$ cat config.mk
export PLATFORM = sky130hd
export DESIGN_NAME = timer_down_prog_flat
export DESIGN_NICKNAME = d
export VERILOG_FILES = /design/src/rtl/timer_down_prog_pkg.sv /design/src/rtl/timer_down_prog_if.sv /design/src/rtl/timer_down_prog_prescaler_tick.sv /design/src/rtl/timer_down_prog.sv /design/src/flat_wrapper.sv
export SDC_FILE = /design/constraint.sdc
export NUM_CORES = 1
export LEC_CHECK = 0
export BUFFER_PORTS_ARGS = -buffer_cell sky130_fd_sc_hd__buf_4
export CAP_MARGIN = 25
export CORE_UTILIZATION = 56
export DETAILED_ROUTE_END_ITERATION = 8
export GPL_ROUTABILITY_DRIVEN = 0
export GPL_TIMING_DRIVEN = 1
export PLACE_DENSITY = 0.9
export SYNTH_ARGS = -nofsm -noshare
export SYNTH_HDL_FRONTEND = slang
export SYNTH_HIERARCHICAL = 1
export SYNTH_SLANG_ARGS = --single-unit
$ cat constraint.sdc
create_clock -name clk -period 3 [get_ports clk]
set_input_delay 0.15 -clock clk [delete_from_list [all_inputs] [get_ports clk]]
set_output_delay 0.15 -clock clk [all_outputs]
set_load 0.03 [all_outputs]
$ cat src/rtl/timer_down_prog_pkg.sv
// Shared definitions for the programmable down-counting timer: FSM states,
// mode encodings and the bit-width helper used to size the prescaler.
package timer_down_prog_pkg;

  typedef enum logic {
    ST_IDLE = 1'b0,
    ST_RUN  = 1'b1
  } state_t;

  localparam logic MODE_PERIODIC = 1'b0;
  localparam logic MODE_ONESHOT  = 1'b1;

  // Bits needed to hold value; a value of 0 still needs one bit.
  function automatic int wordlength(input int unsigned value);
    int bits;
    bits = 1;
    for (int i = 1; i < 32; i++) begin
      if ((value >> i) != 0) bits = i + 1;
    end
    return bits;
  endfunction

endpackage

$ cat src/rtl/timer_down_prog_if.sv
// Control and status bundle of the timer; the controller drives the master
// side and the timer itself sits on the slave side.
interface timer_down_prog_if #(
  parameter int WIDTH = 16
);
  logic             turbosim;
  logic             start;
  logic             stop;
  logic             hold;
  logic             rld;
  logic             mode;
  logic [WIDTH-1:0] load_value;
  logic [WIDTH-1:0] count;
  logic             running;
  logic             underflow;
  logic             done;

  modport master (
    output turbosim, start, stop, hold, rld, mode, load_value,
    input  count, running, underflow, done
  );

  modport slave (
    input  turbosim, start, stop, hold, rld, mode, load_value,
    output count, running, underflow, done
  );
endinterface

$ cat src/rtl/timer_down_prog_prescaler_tick.sv
// Clock prescaler: counts down while enabled and flags a tick on the cycle it
// sits at zero, reloading from the normal or turbosim period.
module prescaler_tick
  import timer_down_prog_pkg::*;
#(
  parameter int PRESCALE_MAX          = 99,
  parameter int PRESCALE_MAX_TURBOSIM = 1
) (
  input  logic clk,
  input  logic reset_n,
  input  logic i_en,
  input  logic i_reload,
  input  logic i_turbosim,
  output logic o_tick
);

  localparam int unsigned PRESC_TOP =
    (PRESCALE_MAX > PRESCALE_MAX_TURBOSIM) ? PRESCALE_MAX : PRESCALE_MAX_TURBOSIM;
  localparam int PW = wordlength(PRESC_TOP);

  logic [PW-1:0] r_cnt;
  logic [PW-1:0] w_reloadVal;

  // The period select is looked at on every reload, so turbosim can change live.
  assign w_reloadVal = i_turbosim ? PW'(PRESCALE_MAX_TURBOSIM) : PW'(PRESCALE_MAX);
  assign o_tick      = i_en && (r_cnt == '0);

  always_ff @(posedge clk or negedge reset_n) begin
    if (!reset_n) begin
      r_cnt <= '0;
    end else if (i_reload) begin
      r_cnt <= w_reloadVal;
    end else if (i_en) begin
      if (r_cnt == '0) r_cnt <= w_reloadVal;
      else             r_cnt <= r_cnt - PW'(1);
    end
  end

endmodule

$ cat src/rtl/timer_down_prog.sv
// Programmable down-counting timer with prescaler, periodic/one-shot modes,
// a registered one-cycle underflow pulse and a sticky one-shot done flag.
module timer_down_prog
  import timer_down_prog_pkg::*;
#(
  parameter int WIDTH                 = 16,
  parameter int PRESCALE_MAX          = 99,
  parameter int PRESCALE_MAX_TURBOSIM = 1
) (
  input  logic              clk,
  input  logic              reset_n,
  timer_down_prog_if.slave  bus
);

  state_t           r_state, w_stateNext;
  logic [WIDTH-1:0] r_count, w_countNext;
  logic [WIDTH-1:0] r_reloadReg, w_reloadNext;
  logic             r_mode, w_modeNext;
  logic             r_done, w_doneNext;
  logic             r_underflow, w_underflowNext;
  logic             w_presEn;
  logic             w_presReload;
  logic             w_tick;

  assign w_presEn = (r_state == ST_RUN) && !bus.hold;

  prescaler_tick #(
    .PRESCALE_MAX          (PRESCALE_MAX),
    .PRESCALE_MAX_TURBOSIM (PRESCALE_MAX_TURBOSIM)
  ) u_prescaler (
    .clk        (clk),
    .reset_n    (reset_n),
    .i_en       (w_presEn),
    .i_reload   (w_presReload),
    .i_turbosim (bus.turbosim),
    .o_tick     (w_tick)
  );

  // Event priority is stop > start > rld > tick; a lower event is dropped when
  // a higher one fires in the same cycle, which also suppresses underflow.
  always_comb begin
    w_stateNext     = r_state;
    w_countNext     = r_count;
    w_reloadNext    = r_reloadReg;
    w_modeNext      = r_mode;
    w_doneNext      = r_done;
    w_underflowNext = 1'b0;
    w_presReload    = 1'b0;

    if (bus.stop) begin
      w_stateNext = ST_IDLE;
      w_countNext = '0;
    end else if (bus.start) begin
      w_stateNext  = ST_RUN;
      w_countNext  = bus.load_value;
      w_reloadNext = bus.load_value;
      w_modeNext   = bus.mode;
      w_doneNext   = 1'b0;
      w_presReload = 1'b1;
    end else if (bus.rld && (r_state == ST_RUN)) begin
      w_countNext  = bus.load_value;
      w_reloadNext = bus.load_value;
      w_presReload = 1'b1;
    end else if (w_tick) begin
      if (r_count != '0) begin
        w_countNext = r_count - WIDTH'(1);
      end else begin
        w_underflowNext = 1'b1;
        if (r_mode == MODE_ONESHOT) begin
          w_stateNext = ST_IDLE;
          w_doneNext  = 1'b1;
        end else begin
          w_countNext = r_reloadReg;
        end
      end
    end
  end

  always_ff @(posedge clk or negedge reset_n) begin
    if (!reset_n) begin
      r_state     <= ST_IDLE;
      r_count     <= '0;
      r_reloadReg <= '0;
      r_mode      <= MODE_PERIODIC;
      r_done      <= 1'b0;
      r_underflow <= 1'b0;
    end else begin
      r_state     <= w_stateNext;
      r_count     <= w_countNext;
      r_reloadReg <= w_reloadNext;
      r_mode      <= w_modeNext;
      r_done      <= w_doneNext;
      r_underflow <= w_underflowNext;
    end
  end

  assign bus.count     = r_count;
  assign bus.running   = (r_state == ST_RUN);
  assign bus.underflow = r_underflow;
  assign bus.done      = r_done;

endmodule

$ cat src/flat_wrapper.sv
// flat-port wrapper written by rule: the top's interface ports become plain ports
module timer_down_prog_flat import timer_down_prog_pkg::*;
#(
  parameter int WIDTH                 = 16,
  parameter int PRESCALE_MAX          = 99,
  parameter int PRESCALE_MAX_TURBOSIM = 1
)
  (clk, reset_n, bus_turbosim, bus_start, bus_stop, bus_hold, bus_rld, bus_mode, bus_load_value, bus_count, bus_running, bus_underflow, bus_done);
  timer_down_prog_if #(.WIDTH(WIDTH)) bus_i ();
  input  logic clk;
  input  logic reset_n;
  input wire logic [$bits(bus_i.turbosim)-1:0] bus_turbosim;
  input wire logic [$bits(bus_i.start)-1:0] bus_start;
  input wire logic [$bits(bus_i.stop)-1:0] bus_stop;
  input wire logic [$bits(bus_i.hold)-1:0] bus_hold;
  input wire logic [$bits(bus_i.rld)-1:0] bus_rld;
  input wire logic [$bits(bus_i.mode)-1:0] bus_mode;
  input wire logic [$bits(bus_i.load_value)-1:0] bus_load_value;
  output wire logic [$bits(bus_i.count)-1:0] bus_count;
  output wire logic [$bits(bus_i.running)-1:0] bus_running;
  output wire logic [$bits(bus_i.underflow)-1:0] bus_underflow;
  output wire logic [$bits(bus_i.done)-1:0] bus_done;
  assign bus_i.turbosim = bus_turbosim;
  assign bus_i.start = bus_start;
  assign bus_i.stop = bus_stop;
  assign bus_i.hold = bus_hold;
  assign bus_i.rld = bus_rld;
  assign bus_i.mode = bus_mode;
  assign bus_i.load_value = bus_load_value;
  assign bus_count = bus_i.count;
  assign bus_running = bus_i.running;
  assign bus_underflow = bus_i.underflow;
  assign bus_done = bus_i.done;
  timer_down_prog #(.WIDTH(WIDTH), .PRESCALE_MAX(PRESCALE_MAX), .PRESCALE_MAX_TURBOSIM(PRESCALE_MAX_TURBOSIM)) u_core (.clk(clk), .reset_n(reset_n), .bus(bus_i));
endmodule
* After elaboration in Yosys (flattened, before gate mapping)
Cells that the tools add are included.
Word-level totals: word-level logic and storage cells 64, flip-flop bits (word level) 43, output and inout port bits 19, input bits 24
Operators by class: reduce and logical (&&, ||, !) cells 18, mux-type cells 31, equality and inequality tests 5, add/sub/neg operators 2, bitwise logic cells 1
Operator list (number):
- 16-bit two-way mux | 8
- 7-bit two-way mux | 4
- 1-bit two-way mux | 19
- 16-bit nonzero test | 1
- 16-bit by 1-bit subtractor with 16-bit output, second input constant | 1
- 2-bit nonzero test | 4
- 7-bit logical NOT | 1
- 7-bit by 1-bit subtractor with 7-bit output, second input constant | 1
- 3-bit != test, second input constant | 2
- 2-bit AND reduction | 3
- 3-bit nonzero test | 2
- 5-bit != test, second input constant | 1
- 5-bit AND reduction | 1
- 2-bit != test, second input constant | 2
- 4-bit AND reduction | 1
- 4-bit nonzero test | 1
- 1-bit logical AND | 3
- 1-bit logical NOT | 1
- 1-bit inverter | 1

* Longest topological paths before layout
Gate-level depths: netlist of run 1.
depth after elaboration 7, mapped depth 9

* Modules after synthesis
Netlist of run 1, hierarchy kept.
Modules (own cells, without submodules):
- timer_down_prog | area an instance 2129.5 µm², instances 1, sequential area each 900.9 µm², cells an instance 221
- prescaler_tick | area an instance 445.4 µm², instances 1, sequential area each 175.2 µm², cells an instance 48

* Worst setup path before layout of run 1
Ideal clock, no wire load.
path type register -> register, start point reg u_core.r_state (netlist: u_core/bus.running), end point reg u_core.r_count[11] (netlist: u_core/bus.count[11]), stages on the path, launching flop included 10, clock period less this slack 2429 ps, arrival time 2330 ps, setup slack 571 ps, data required time 2901 ps, library setup time 99 ps, path through dfrtp_1 nor2b_1 nor4b_4 nand2b_2 nor2_1 inv_1 a31oi_1 clkbuf_1 nor3_1 a311oi_1
Between the ends: longest elaborated chain between the ends 4, elaborated cells on any way between the ends 9, those cells by class 1 x eq/ne; 3 x mux; 5 x reduce/logical
Ends and longest elaborated chain:
- start, declared | RTL line timer_down_prog.sv:15 | state_t r_state, w_stateNext;
- start signal, assigned | RTL line timer_down_prog.sv:88 | r_state <= w_stateNext;
- 1-bit logical AND | RTL line timer_down_prog.sv:25 | assign w_presEn = (r_state == ST_RUN) && !bus.hold;
- via u_core.w_presEn | RTL line timer_down_prog.sv:21 | logic w_presEn;
- 1-bit logical AND | RTL line timer_down_prog_prescaler_tick.sv:26 | assign o_tick = i_en && (r_cnt == '0);
- via u_core.w_tick | RTL line timer_down_prog.sv:23 | logic w_tick;
- 4-bit nonzero test (no source line)
- 2-bit AND reduction (no source line)
- end signal, assigned | RTL line timer_down_prog.sv:89 | r_count <= w_countNext;
- end, declared | RTL line timer_down_prog.sv:16 | logic [WIDTH-1:0] r_count, w_countNext;
The timed path passes the listed nets, and every way through them passes these cells. A chain may end at the register's enable or synchronous reset.

* Final worst setup path of run 1
start point reg u_core.r_state (netlist: u_core/bus.running), end point reg u_core.r_count[13] (netlist: u_core/bus.count[13])
Same word-level chain as after synthesis.

==> results.env, run 1 <==
SYNTH_SEQ_CELLS=43
CLK_ROOT_BUFFER_CELL='sky130_fd_sc_hd__clkbuf_8'
WIRELENGTH_MM=6.61
TIMING.CRITICAL_PATH.REQUIRED_NS=3.21
CORE-AREA_MM2=0.00438
WORST_SKEW_PAIR.LATE_LATENCY_NS=0.30
FRACTION_OF_THE_YOSYS_AREA_TAKEN_BY_SEQUENTIAL_CELLS=0.418
NUMCTSBUFFERS=5
AREAGROWTHSYNTHTOFINISH_PCT=17.7
AVGVIACOUNTPERCELL=6.66
WORST_PIN_SLEW_NS=0.870
INITIAL_CORE_UTIL=0.587
SKEW_NS=0.00747
CTS.HTREE.LEVELS=2
CRITPATHMOSTFREQUENTCELL='sky130_fd_sc_hd__nor2_1'
ANTENNA_CELLS_INSERTED=0
FIRST_GLOBAL_VIAS=2277
LAYOUT.AREA.SEQ_MM2=0.00108
SETUP_VIOLATIONS=0
CTS_TREE='done'
DIE_W_UM=69.8
SYNTH-EDFF-COUNT=0
LAYOUT_MIN_CYCLE_TIME_NS=2.68
CTS_MAX_PATH_BUFFERS=2
CRIT_CHAIN='nor2b_1 > nor4b_4 > nand2b_2 > nor2_1 > inv_1 > a31oi_1 > buf_4 > nor2_1 > o31ai_1'
TIMING.CRITICAL_PATH.MAX_DELAY_FAMILY='simple AND/OR/NAND/NOR gates'
ARRIVAL_NS=2.88
SYNTH_FP_NETS=297
ANTENNA_NETS_POST_ROUTE=0
CP_NUM_BUF_INV=2
GRT_REMAINING_OVERFLOW=0
POST-CTS-SETUP-BUFFER-COUNT=0
TRACK_USAGE=0.280
CRITICAL_PATH.MAX_FANOUT=8
ASYNC_FLOP_SHARE=1.00
LAYOUT.FILLER_CELLS=336
FINALCRITPERIODSHARE=0.893
RELSLEWSLACK=0.420
MIN-DELAY-PATH-CLASS='primary input to flip-flop'
SETUP_REPAIR_AFTER_GLOBAL_ROUTING_MISSED_ITS_MARGIN='false'
NUMPORTBUFFERS=42
CPPEAKSTAGEDELAY_NS=0.43
PLACE.DETAILED.HPWL_MM=4.29
CP_MAX_DELAY_CELL='sky130_fd_sc_hd__dfrtp_1'
FINAL_NETS=336
MOSTFREQUENTLAYOUTCELLS='sky130_fd_sc_hd__buf_4, sky130_fd_sc_hd__dfrtp_1, sky130_fd_sc_hd__a21oi_1'
DRT_ITER0_DRC=396
POST_SYNTH_INST_COUNT=269
WORST_SETUP_PATH_END_KIND='flip-flop'
CTS_SINKS=43
TIMING.MAX_CAP.VIOLATIONS=0
POST_SYNTH_INSTANCE_AREA_MM2=0.00257
YS.FLOP_TYPE='sky130_fd_sc_hd__dfrtp_1'
MAX-VDD-IR-DROP_V=0.000363
FINAL_LAYOUT_SIZE_SUFFIX_GT1_FRAC=0.265
ROW_COUNT=24
TIMING.SETUP.CRITICAL_PATH_CLASS='flip-flop to flip-flop'
DIE_AREA_MM2=0.00487
IOPINCOUNT=43
TIMING.CRITICAL_PATH.FROM_TYPE='flip-flop'
MULTIINPUTGATEAREA_MM2=0.00139
FIN_TNS_SETUP_NS=0
FIRSTDRTPASSITERS=6
YOSYS_WARNINGS=6
MAXIMUM_NUMBER_OF_PINS_ON_ONE_NET_BEFORE_GLOBAL_ROUTE_REPAIR=44
SYN-MEAN-INSTANCE-AREA_UM2=9.57
CELLPOWERDENSITY_mW_PER_MM2=528
FINISH.CELL_COUNT_WITHOUT_FILLERS=361
PLACED_CELLS_INCL_TAPS=352
GRT_PASS1_WL_MM=10.9
FMAX_MHz=373
DIE-HEIGHT_UM=69.8
DRV_SLEW=0
GRT_ANTENNA_BEFORE_REPAIR=0
DR_TOTAL_VIAS=2406
ROUTED_WIRE_LENGTH_PER_INSTANCE_UM=18.3
RUN_STATUS='complete, no violations'
PATH_CLK_SLEW_NS=0.08
MOST_COMMON_LIBRARY_CELL_IN_THE_LAYOUT_IGNORING_FILL_AND_TAPS='sky130_fd_sc_hd__buf_4'
COUNT_OF_ENDPOINTS_FAILING_HOLD_IN_THE_FINAL_TIMING_REPORT=0
NETLIST-CELL-TYPE-COUNT=54
POWER.LEAKAGE_nW=1.29
DRC=0
[repair_timing]
action                                 CTS  global route
gates resized for setup                  0             0
endpoints found under the hold margin   43             0
hold buffers                             1             0
[power breakdown]
group          leakage [nW]  switching, mW  internal (mW)
Combinational         0.693          0.224          0.176
Sequential            0.535         0.0779          0.645
Clock                0.0612          0.208          0.270
[Yosys cell counts, drive strengths merged, types with 3 or more instances]
master / instances / share of area
ha: 4 / 0.019
nor2: 21 / 0.031
a211o: 6 / 0.020
mux2: 14 / 0.061
a21oi: 21 / 0.041
a31o: 3 / 0.010
nor4: 4 / 0.012
dfrtp: 43 / 0.42
and3: 6 / 0.015
a211oi: 3 / 0.0087
or3: 3 / 0.0073
nand2: 12 / 0.020
nor3: 21 / 0.047
o21ai: 19 / 0.037
inv: 6 / 0.0087
o211ai: 8 / 0.023
nand3: 3 / 0.0058
clkbuf: 9 / 0.013
a2bb2oi: 3 / 0.010
a311oi: 3 / 0.010
xnor2: 9 / 0.031
nand2b: 4 / 0.011
buf: 6 / 0.020
o31ai: 4 / 0.012
a31oi: 6 / 0.015
[flip-flops by register name, summed over array words and instances, names as in the netlist]
name                      cells
u_core/bus.running            1
u_core/r_mode                 1
u_core/u_prescaler/r_cnt      7
u_core/bus.underflow          1
u_core/bus.count             16
u_core/bus.done               1
u_core/r_reloadReg           16
[path summary, 6_finish.rpt]
path | end | slack, ns | from | depth (start not counted)
max in group asynchronous | u_core/bus.count[10]$_DFFE_PN0P_ | 2.24 | reset_n | 2
max reg2reg | u_core/bus.count[13]$_DFFE_PN0P_ | 0.32 | u_core/bus.running$_DFFE_PN0P_ | 9
min | u_core/u_prescaler/r_cnt[1]$_DFFE_PN0P_ | 0.04 | bus_turbosim | 2
max | u_core/bus.count[13]$_DFFE_PN0P_ | 0.32 | u_core/bus.running$_DFFE_PN0P_ | 9
min in group asynchronous | u_core/r_reloadReg[13]$_DFFE_PN0P_ | 0.37 | reset_n | 2
min reg2reg | u_core/r_reloadReg[4]$_DFFE_PN0P_ | 0.51 | u_core/r_reloadReg[4]$_DFFE_PN0P_ | 1
[worst reg2reg max path: cells and delay by family (launching register included)]
family	cells	cell delay (ns)
DFF	1	0.43
and+or+nand+nor	5	1.15
buffers and inverters	2	0.38
AOI/OAI and AO/OA	2	0.63
[layer usage]
metal,vias up,share of wire,global-route usage
met3,14,0.10,0.0596
met5,-,0,0
met1,1132,0.41,0.387
li1,1088,-,-
met2,172,0.47,0.421
met4,0,0.017,0.131
[cell type report]
type | instances | area share
flip-flops and latches | 43 | 0.355
inverters | 6 | 0.00743
repair buffers | 47 | 0.117
well taps | 52 | 0.0215
clock buffers | 6 | 0.0273
multi-input cells | 205 | 0.460
clock inverters | 2 | 0.0116
[per-stage QoR]
| stage | setup WS [ns] | util | area (µm²) | power (mW) | hold WS [ns] |
|---|---|---|---|---|---|
| 6_report | 0.321 | 0.691 | 3030 | 1.60 | 0.0353 |
| 5_1_grt | 0.162 | 0.691 | 3030 | 1.67 | 0.0266 |
| 4_1_cts | 0.386 | 0.691 | 3030 | 1.60 | 0.0323 |
| 3_5_place_dp | 0.424 | 0.662 | 2900 | 1.12 | 0.176 |
| 3_3_place_gp | 0.640 | 0.662 | 2900 | 1.11 | 0.172 |
| 2_1_floorplan | 0.571 | - | 2570 | 0.992 | -0.146 |
[kinds of logic after synthesis]
logic type,Yosys count,share of synthesized area
compound gates,90,0.231
flops,43,0.418
fa+ha+maj,4,0.0194
buf+inv,21,0.0418
xor+xnor,11,0.0374
simple gates,86,0.191
mux,14,0.0612
No activity file was read; power rests on OpenSTA's default activity.
==> inputs of run 2 (changes only) <==
--- a/config.mk
+++ b/config.mk
@@ -11,6 +11,7 @@
 export DETAILED_ROUTE_END_ITERATION = 8
 export GPL_ROUTABILITY_DRIVEN = 0
 export GPL_TIMING_DRIVEN = 1
+export HOLD_SLACK_MARGIN = 0.12
 export PLACE_DENSITY = 0.9
 export SYNTH_ARGS = -nofsm -noshare
 export SYNTH_HDL_FRONTEND = slang
==> results.env, run 2 (synthesized netlist as in run 1, its figures left out) <==
TIMING.SETUP.CRITICAL_PATH_CLASS='flip-flop to flip-flop'
ANTENNA_CELLS_INSERTED=0
DIE-HEIGHT_UM=69.8
RELSLEWSLACK=0.420
CP_NUM_BUF_INV=2
USE_MET1=0.391
MOST_COMMON_LIBRARY_CELL_IN_THE_LAYOUT_IGNORING_FILL_AND_TAPS='sky130_fd_sc_hd__buf_4'
CLK_ROOT_BUFFER_CELL='sky130_fd_sc_hd__clkbuf_8'
PLACED_CELLS_INCL_TAPS=352
DPL_WORST_SLACK_NS=0.424
TIMING.CRITICAL_PATH.FROM_TYPE='flip-flop'
WIRELENGTH_MM=6.73
FIRST_GLOBAL_VIAS=2402
MAXIMUM_NUMBER_OF_PINS_ON_ONE_NET_BEFORE_GLOBAL_ROUTE_REPAIR=44
CTS_MAX_PATH_BUFFERS=2
UTILIZATION=0.732
PATH_CLK_SLEW_NS=0.08
AREAGROWTHSYNTHTOFINISH_PCT=24.7
PLACE.DETAILED.HPWL_MM=4.29
MAX-VDD-IR-DROP_V=0.000364
FIN_AREA_MM2=0.00321
DRC=0
CTS_TREE='done'
SEQ_POWER_SHARE=0.447
SETUP_REPAIR_AFTER_GLOBAL_ROUTING_MISSED_ITS_MARGIN='false'
DR_TOTAL_VIAS=2479
WORST_PIN_SLEW_NS=0.870
TIMING.CRITICAL_PATH.REQUIRED_NS=3.21
WORST_SETUP_PATH_END_KIND='flip-flop'
PLACEDINSTANCEAREA_MM2=0.00290
INITIAL_CORE_UTIL=0.587
CRITICAL_PATH.MAX_FANOUT=8
GLOBALROUTE.BUSIESTLAYER='met2'
ARRIVAL_NS=2.88
IOPINCOUNT=43
CRITPATHMOSTFREQUENTCELL='sky130_fd_sc_hd__nor2_1'
FINISH.CELL_COUNT_WITHOUT_FILLERS=379
FINALHOLDWORSTSLACK_NS=0.132
GRT_ANTENNA_BEFORE_REPAIR=0
CRIT_CHAIN='nor2b_1 > nor4b_4 > nand2b_2 > nor2_1 > inv_1 > a31oi_1 > buf_4 > nor2_1 > o31ai_1'
LAYOUT.FILLER_CELLS=321
POWER.SHARE.SWITCHING=0.316
POST-CTS-SETUP-BUFFER-COUNT=0
CP_MAX_DELAY_CELL='sky130_fd_sc_hd__dfrtp_1'
FINALCRITPERIODSHARE=0.893
DIE_AREA_MM2=0.00487
SWITCHING_POWER_uW=511
CELLPOWERDENSITY_mW_PER_MM2=504
ANTENNA_NETS_POST_ROUTE=0
FMAX_MHz=373
CTS_SINKS=43
COMBINATIONAL_SHARE_OF_POWER=0.259
GRT_REMAINING_OVERFLOW=0
GLOBAL_ROUTE.USAGE.MET3=0.0567
FIN_TNS_SETUP_NS=0
FINAL_NETS=354
REPORT.POWER.TOTAL_mW=1.62
SKEW_NS=0.00712
CPPEAKSTAGEDELAY_NS=0.43
TIMING.CRITICAL_PATH.MAX_DELAY_FAMILY='simple AND/OR/NAND/NOR gates'
NUMPORTBUFFERS=42
ROW_COUNT=24
WORST_SKEW_PAIR.LATE_LATENCY_NS=0.30
CELL_INTERNAL_PWR_mW=1.11
MIN-DELAY-PATH-CLASS='primary input to flip-flop'
ROUTED_WIRE_LENGTH_PER_INSTANCE_UM=17.8
RUN_STATUS='complete, no violations'
LAYOUT_MIN_CYCLE_TIME_NS=2.68
DRT_ITER0_DRC=382
NUMCTSBUFFERS=5
FINAL_LAYOUT_SIZE_SUFFIX_GT1_FRAC=0.251
DRV_SLEW=0
SETUP_VIOLATIONS=0
DIE_W_UM=69.8
POWER.CLOCK.FRACTION=0.295
GLOBALROUTEMET2UTIL=0.453
POST-ROUTE-WORST-SETUP-SLACK_NS=0.320
TIMING.MAX_CAP.VIOLATIONS=0
FIRSTDRTPASSITERS=5
TRACK_USAGE=0.290
MOSTFREQUENTLAYOUTCELLS='sky130_fd_sc_hd__buf_4, sky130_fd_sc_hd__dfrtp_1, sky130_fd_sc_hd__a21oi_1'
POWER.LEAKAGE_nW=1.36
COUNT_OF_ENDPOINTS_FAILING_HOLD_IN_THE_FINAL_TIMING_REPORT=0
GRT_PASS1_WL_MM=11.3
CTS.HTREE.LEVELS=2
CORE-AREA_MM2=0.00438
AVGVIACOUNTPERCELL=6.54
[run 2: cell count changes in the layout (fill, tap and decap cells not counted)]
cell	change
sky130_fd_sc_hd__dlygate4sd3_1	+18
[run 2: layout make-up]
class,instances,area (µm²),area share
Clock buffer,6,82.6,0.0257
Clock inverter,2,35.0,0.0109
Inverter,6,22.5,0.00701
Multi-Input combinational cell,205,1390,0.434
Sequential cell,43,1080,0.335
Tap cell,52,65.1,0.0203
Timing Repair Buffer,65,536,0.167
[run 2: final timing paths]
check | startpoint | endpoint | slack, ns | depth (start not counted)
setup reg to reg | u_core/bus.running$_DFFE_PN0P_ | u_core/bus.count[13]$_DFFE_PN0P_ | 0.32 | 9
setup / recovery | u_core/bus.running$_DFFE_PN0P_ | u_core/bus.count[13]$_DFFE_PN0P_ | 0.32 | 9
hold reg to reg | u_core/r_reloadReg[4]$_DFFE_PN0P_ | u_core/r_reloadReg[4]$_DFFE_PN0P_ | 0.52 | 1
max in group asynchronous | reset_n | u_core/r_reloadReg[10]$_DFFE_PN0P_ | 2.25 | 2
hold / removal | bus_load_value[7] | u_core/r_reloadReg[7]$_DFFE_PN0P_ | 0.13 | 2
min in group asynchronous | reset_n | u_core/r_reloadReg[13]$_DFFE_PN0P_ | 0.37 | 2
[run 2: worst reg2reg max path, delay by kind of cell (launching register included)]
family / cells / cell delay (ns)
flip-flops: 1 / 0.43
buffers and inverters: 2 / 0.37
AND/OR/NAND/NOR: 5 / 1.17
AO/OA/AOI/OAI: 2 / 0.63
[run 2: what timing repair did]
item                                    CTS  global route
endpoints found under the hold margin    63             0
hold buffers                             19             0
endpoints found under the setup margin    0             0
gates resized for setup                   0             0
[run 2: power groups by stage]
| stage | clock (mW) | combinational, mW | sequential, mW |
|---|---|---|---|
| floorplan | 0 | 0.249 | 0.743 |
| global placement | 0 | 0.379 | 0.726 |
| detailed placement | 0 | 0.389 | 0.730 |
| CTS | 0.482 | 0.413 | 0.719 |
| global route | 0.510 | 0.452 | 0.731 |
| finish | 0.476 | 0.419 | 0.722 |
[run 2: routing by layer]
layer | vias up | share of wire
li1 | 1124 | -
met1 | 1165 | 0.42
met2 | 161 | 0.48
met3 | 29 | 0.080
met4 | 0 | 0.026
met5 | - | 0
==> inputs of run 3 (changes only) <==
--- a/config.mk
+++ b/config.mk
@@ -5,10 +5,10 @@
 export SDC_FILE = /design/constraint.sdc
 export NUM_CORES = 1
 export LEC_CHECK = 0
-export BUFFER_PORTS_ARGS = -buffer_cell sky130_fd_sc_hd__buf_4
 export CAP_MARGIN = 25
-export CORE_UTILIZATION = 56
+export CORE_UTILIZATION = 63
 export DETAILED_ROUTE_END_ITERATION = 8
+export DONT_BUFFER_PORTS = 1
 export GPL_ROUTABILITY_DRIVEN = 0
 export GPL_TIMING_DRIVEN = 1
 export HOLD_SLACK_MARGIN = 0.12
==> results.env, run 3 (synthesized netlist as in run 1, its figures left out) <==
NUMPORTBUFFERS=0
IOPINCOUNT=43
GRT_REMAINING_OVERFLOW=0
CTS_TREE='done'
GRT_ANTENNA_BEFORE_REPAIR=0
CLK_ROOT_BUFFER_CELL='sky130_fd_sc_hd__clkbuf_8'
SETUP_REPAIR_AFTER_GLOBAL_ROUTING_MISSED_ITS_MARGIN='false'
FMAX_MHz=373
RELSLEWSLACK=0.439
DIE_AREA_MM2=0.00435
POWER.LEAKAGE_nW=1.18
CORE-AREA_MM2=0.00380
CTS.HTREE.LEVELS=2
MET3WIRELENGTH_UM=565
FIRST_GLOBAL_VIAS=2127
ANTENNA_CELLS_INSERTED=0
MOSTFREQUENTLAYOUTCELLS='sky130_fd_sc_hd__dfrtp_1, sky130_fd_sc_hd__a21oi_1, sky130_fd_sc_hd__dlygate4sd3_1'
HIGHEST-SIGNAL-LAYER='met4'
AREAGROWTHSYNTHTOFINISH_PCT=14.4
ROW_COUNT=22
UTILIZATION=0.775
COUNT_OF_ENDPOINTS_FAILING_HOLD_IN_THE_FINAL_TIMING_REPORT=0
CTS_MAX_PATH_BUFFERS=2
PATH_CLK_SLEW_NS=0.09
FIRSTDRTPASSITERS=5
TIMING.SETUP.CRITICAL_PATH_CLASS='flip-flop to flip-flop'
INITIAL_CORE_UTIL=0.678
DIE-HEIGHT_UM=65.9
WORST_SETUP_PATH_END_KIND='flip-flop'
DIE_W_UM=65.9
FIN_TNS_SETUP_NS=0
TIMING.CRITICAL_PATH.REQUIRED_NS=3.19
ANTENNA_NETS_POST_ROUTE=0
RUN_STATUS='complete, no violations'
MIN-DELAY-PATH-CLASS='primary input to flip-flop'
TRACK_USAGE=0.318
WORST_PIN_SLEW_NS=0.841
WORSTHOLDSTART='bus_hold'
DRT-MET1-WL_MM=2.67
CRITICAL_PATH.MAX_FANOUT=8
TIMING.REG2REG.SETUP_SLACK_NS=0.32
DRV_SLEW=0
FIN_AREA_MM2=0.00295
REPORT.POWER.TOTAL_mW=1.57
ARRIVAL_NS=2.88
HOLD-PATH-CELL-COUNT=3
MOST_COMMON_LIBRARY_CELL_IN_THE_LAYOUT_IGNORING_FILL_AND_TAPS='sky130_fd_sc_hd__dfrtp_1'
WORST_SKEW_PAIR.LATE_LATENCY_NS=0.30
FINALHOLDWORSTSLACK_NS=0.135
DR_TOTAL_VIAS=2298
CTS_SINKS=43
PLACE.DETAILED.HPWL_MM=4.21
CRITICAL_PATH.REG2REG.STARTPOINT='u_core/bus.running$_DFFE_PN0P_'
FINAL_NETS=317
FINALCRITPERIODSHARE=0.895
DRC=0
DRT_ITER0_DRC=228
MAX-VDD-IR-DROP_V=0.000458
FINAL_LAYOUT_SIZE_SUFFIX_GT1_FRAC=0.148
HOLD_END='u_core/u_prescaler/r_cnt[0]$_DFFE_PN0P_'
TIMING.MAX_CAP.VIOLATIONS=0
SKEW_NS=0.00987
GRT_PASS1_WL_MM=10.4
NUMCTSBUFFERS=5
TIMING.RR.END='u_core/bus.count[9]$_DFFE_PN0P_'
ROUTED_WIRE_LENGTH_PER_INSTANCE_UM=19.3
PLACEDINSTANCEAREA_MM2=0.00260
MAXIMUM_NUMBER_OF_PINS_ON_ONE_NET_BEFORE_GLOBAL_ROUTE_REPAIR=44
REG2REGPATHDEPTH=9
SETUP_VIOLATIONS=0
WIRELENGTH_MM=6.53
AVGVIACOUNTPERCELL=6.80
CELLPOWERDENSITY_mW_PER_MM2=531
LAYOUT_MIN_CYCLE_TIME_NS=2.68
TIMING.CRITICAL_PATH.FROM_TYPE='flip-flop'
MET2ROUTEDLENGTH_MM=3.14
## run 3: cell count changes in the layout (fill, tap and decap cells not counted), sizes merged
cell / change
buf: -39
dlygate4sd3: +2
## run 3: worst max-delay path by stage
stage	end	start	slack [ns]	cells after the start
CTS	u_core/bus.count[10]$_DFFE_PN0P_	u_core/bus.running$_DFFE_PN0P_	0.38	9
finish	u_core/bus.count[9]$_DFFE_PN0P_	u_core/bus.running$_DFFE_PN0P_	0.32	9
global route	u_core/bus.count[11]$_DFFE_PN0P_	u_core/bus.running$_DFFE_PN0P_	0.09	9
floorplan	u_core/bus.count[11]$_DFFE_PN0P_	u_core/bus.running$_DFFE_PN0P_	0.57	9
global placement	u_core/bus.count[15]$_DFFE_PN0P_	u_core/bus.count[4]$_DFFE_PN0P_	0.50	5
detailed placement	u_core/bus.count[9]$_DFFE_PN0P_	u_core/bus.running$_DFFE_PN0P_	0.43	9
## run 3: layer usage
metal  vias to the layer above  GRT usage
met4                         0      0.120
met5                         -          0
li1                       1063          -
met2                       130      0.505
met3                        18     0.0707
met1                      1087      0.425
## run 3: final cells by class
type | count | area (µm²)
fill | 255 | 853
sequential | 43 | 1080
tap | 48 | 60.1
multi-input combinational | 205 | 1390
inverter | 6 | 22.5
clock buffer | 6 | 82.6
timing repair buffer | 28 | 275
clock inverter | 2 | 35.0
## run 3: worst max-delay path, stage by stage, from the launching register on
cell and delay, ns:
sky130_fd_sc_hd__dfrtp_1 0.36, sky130_fd_sc_hd__nor2b_1 0.36, sky130_fd_sc_hd__nor4b_4 0.38, sky130_fd_sc_hd__nand2b_2 0.11, sky130_fd_sc_hd__nor2_1 0.21, sky130_fd_sc_hd__inv_1 0.10
sky130_fd_sc_hd__a31oi_1 0.42, sky130_fd_sc_hd__buf_4 0.26, sky130_fd_sc_hd__nor3_1 0.06, sky130_fd_sc_hd__a311oi_1 0.30
## run 3: what timing repair did
item / CTS / global route
hold buffers: 22 / 0
endpoints found under the setup margin: 0 / 0
hold endpoints to repair: 81 / 0
buffers inserted: 0 / 0
resized for setup: 0 / 0
## run 3: per-stage QoR
stage	cells	setup WS, ns
floorplan	269	0.571
global placement	308	0.504
detailed placement	308	0.429
CTS	338	0.382
global route	338	0.0946
finish	338	0.316
## run 3: report_power, final
group          switching, mW  total (mW)  internal (mW)
sequential             0.104       0.748          0.645
combinational          0.188       0.346          0.158
clock                  0.201       0.471          0.269
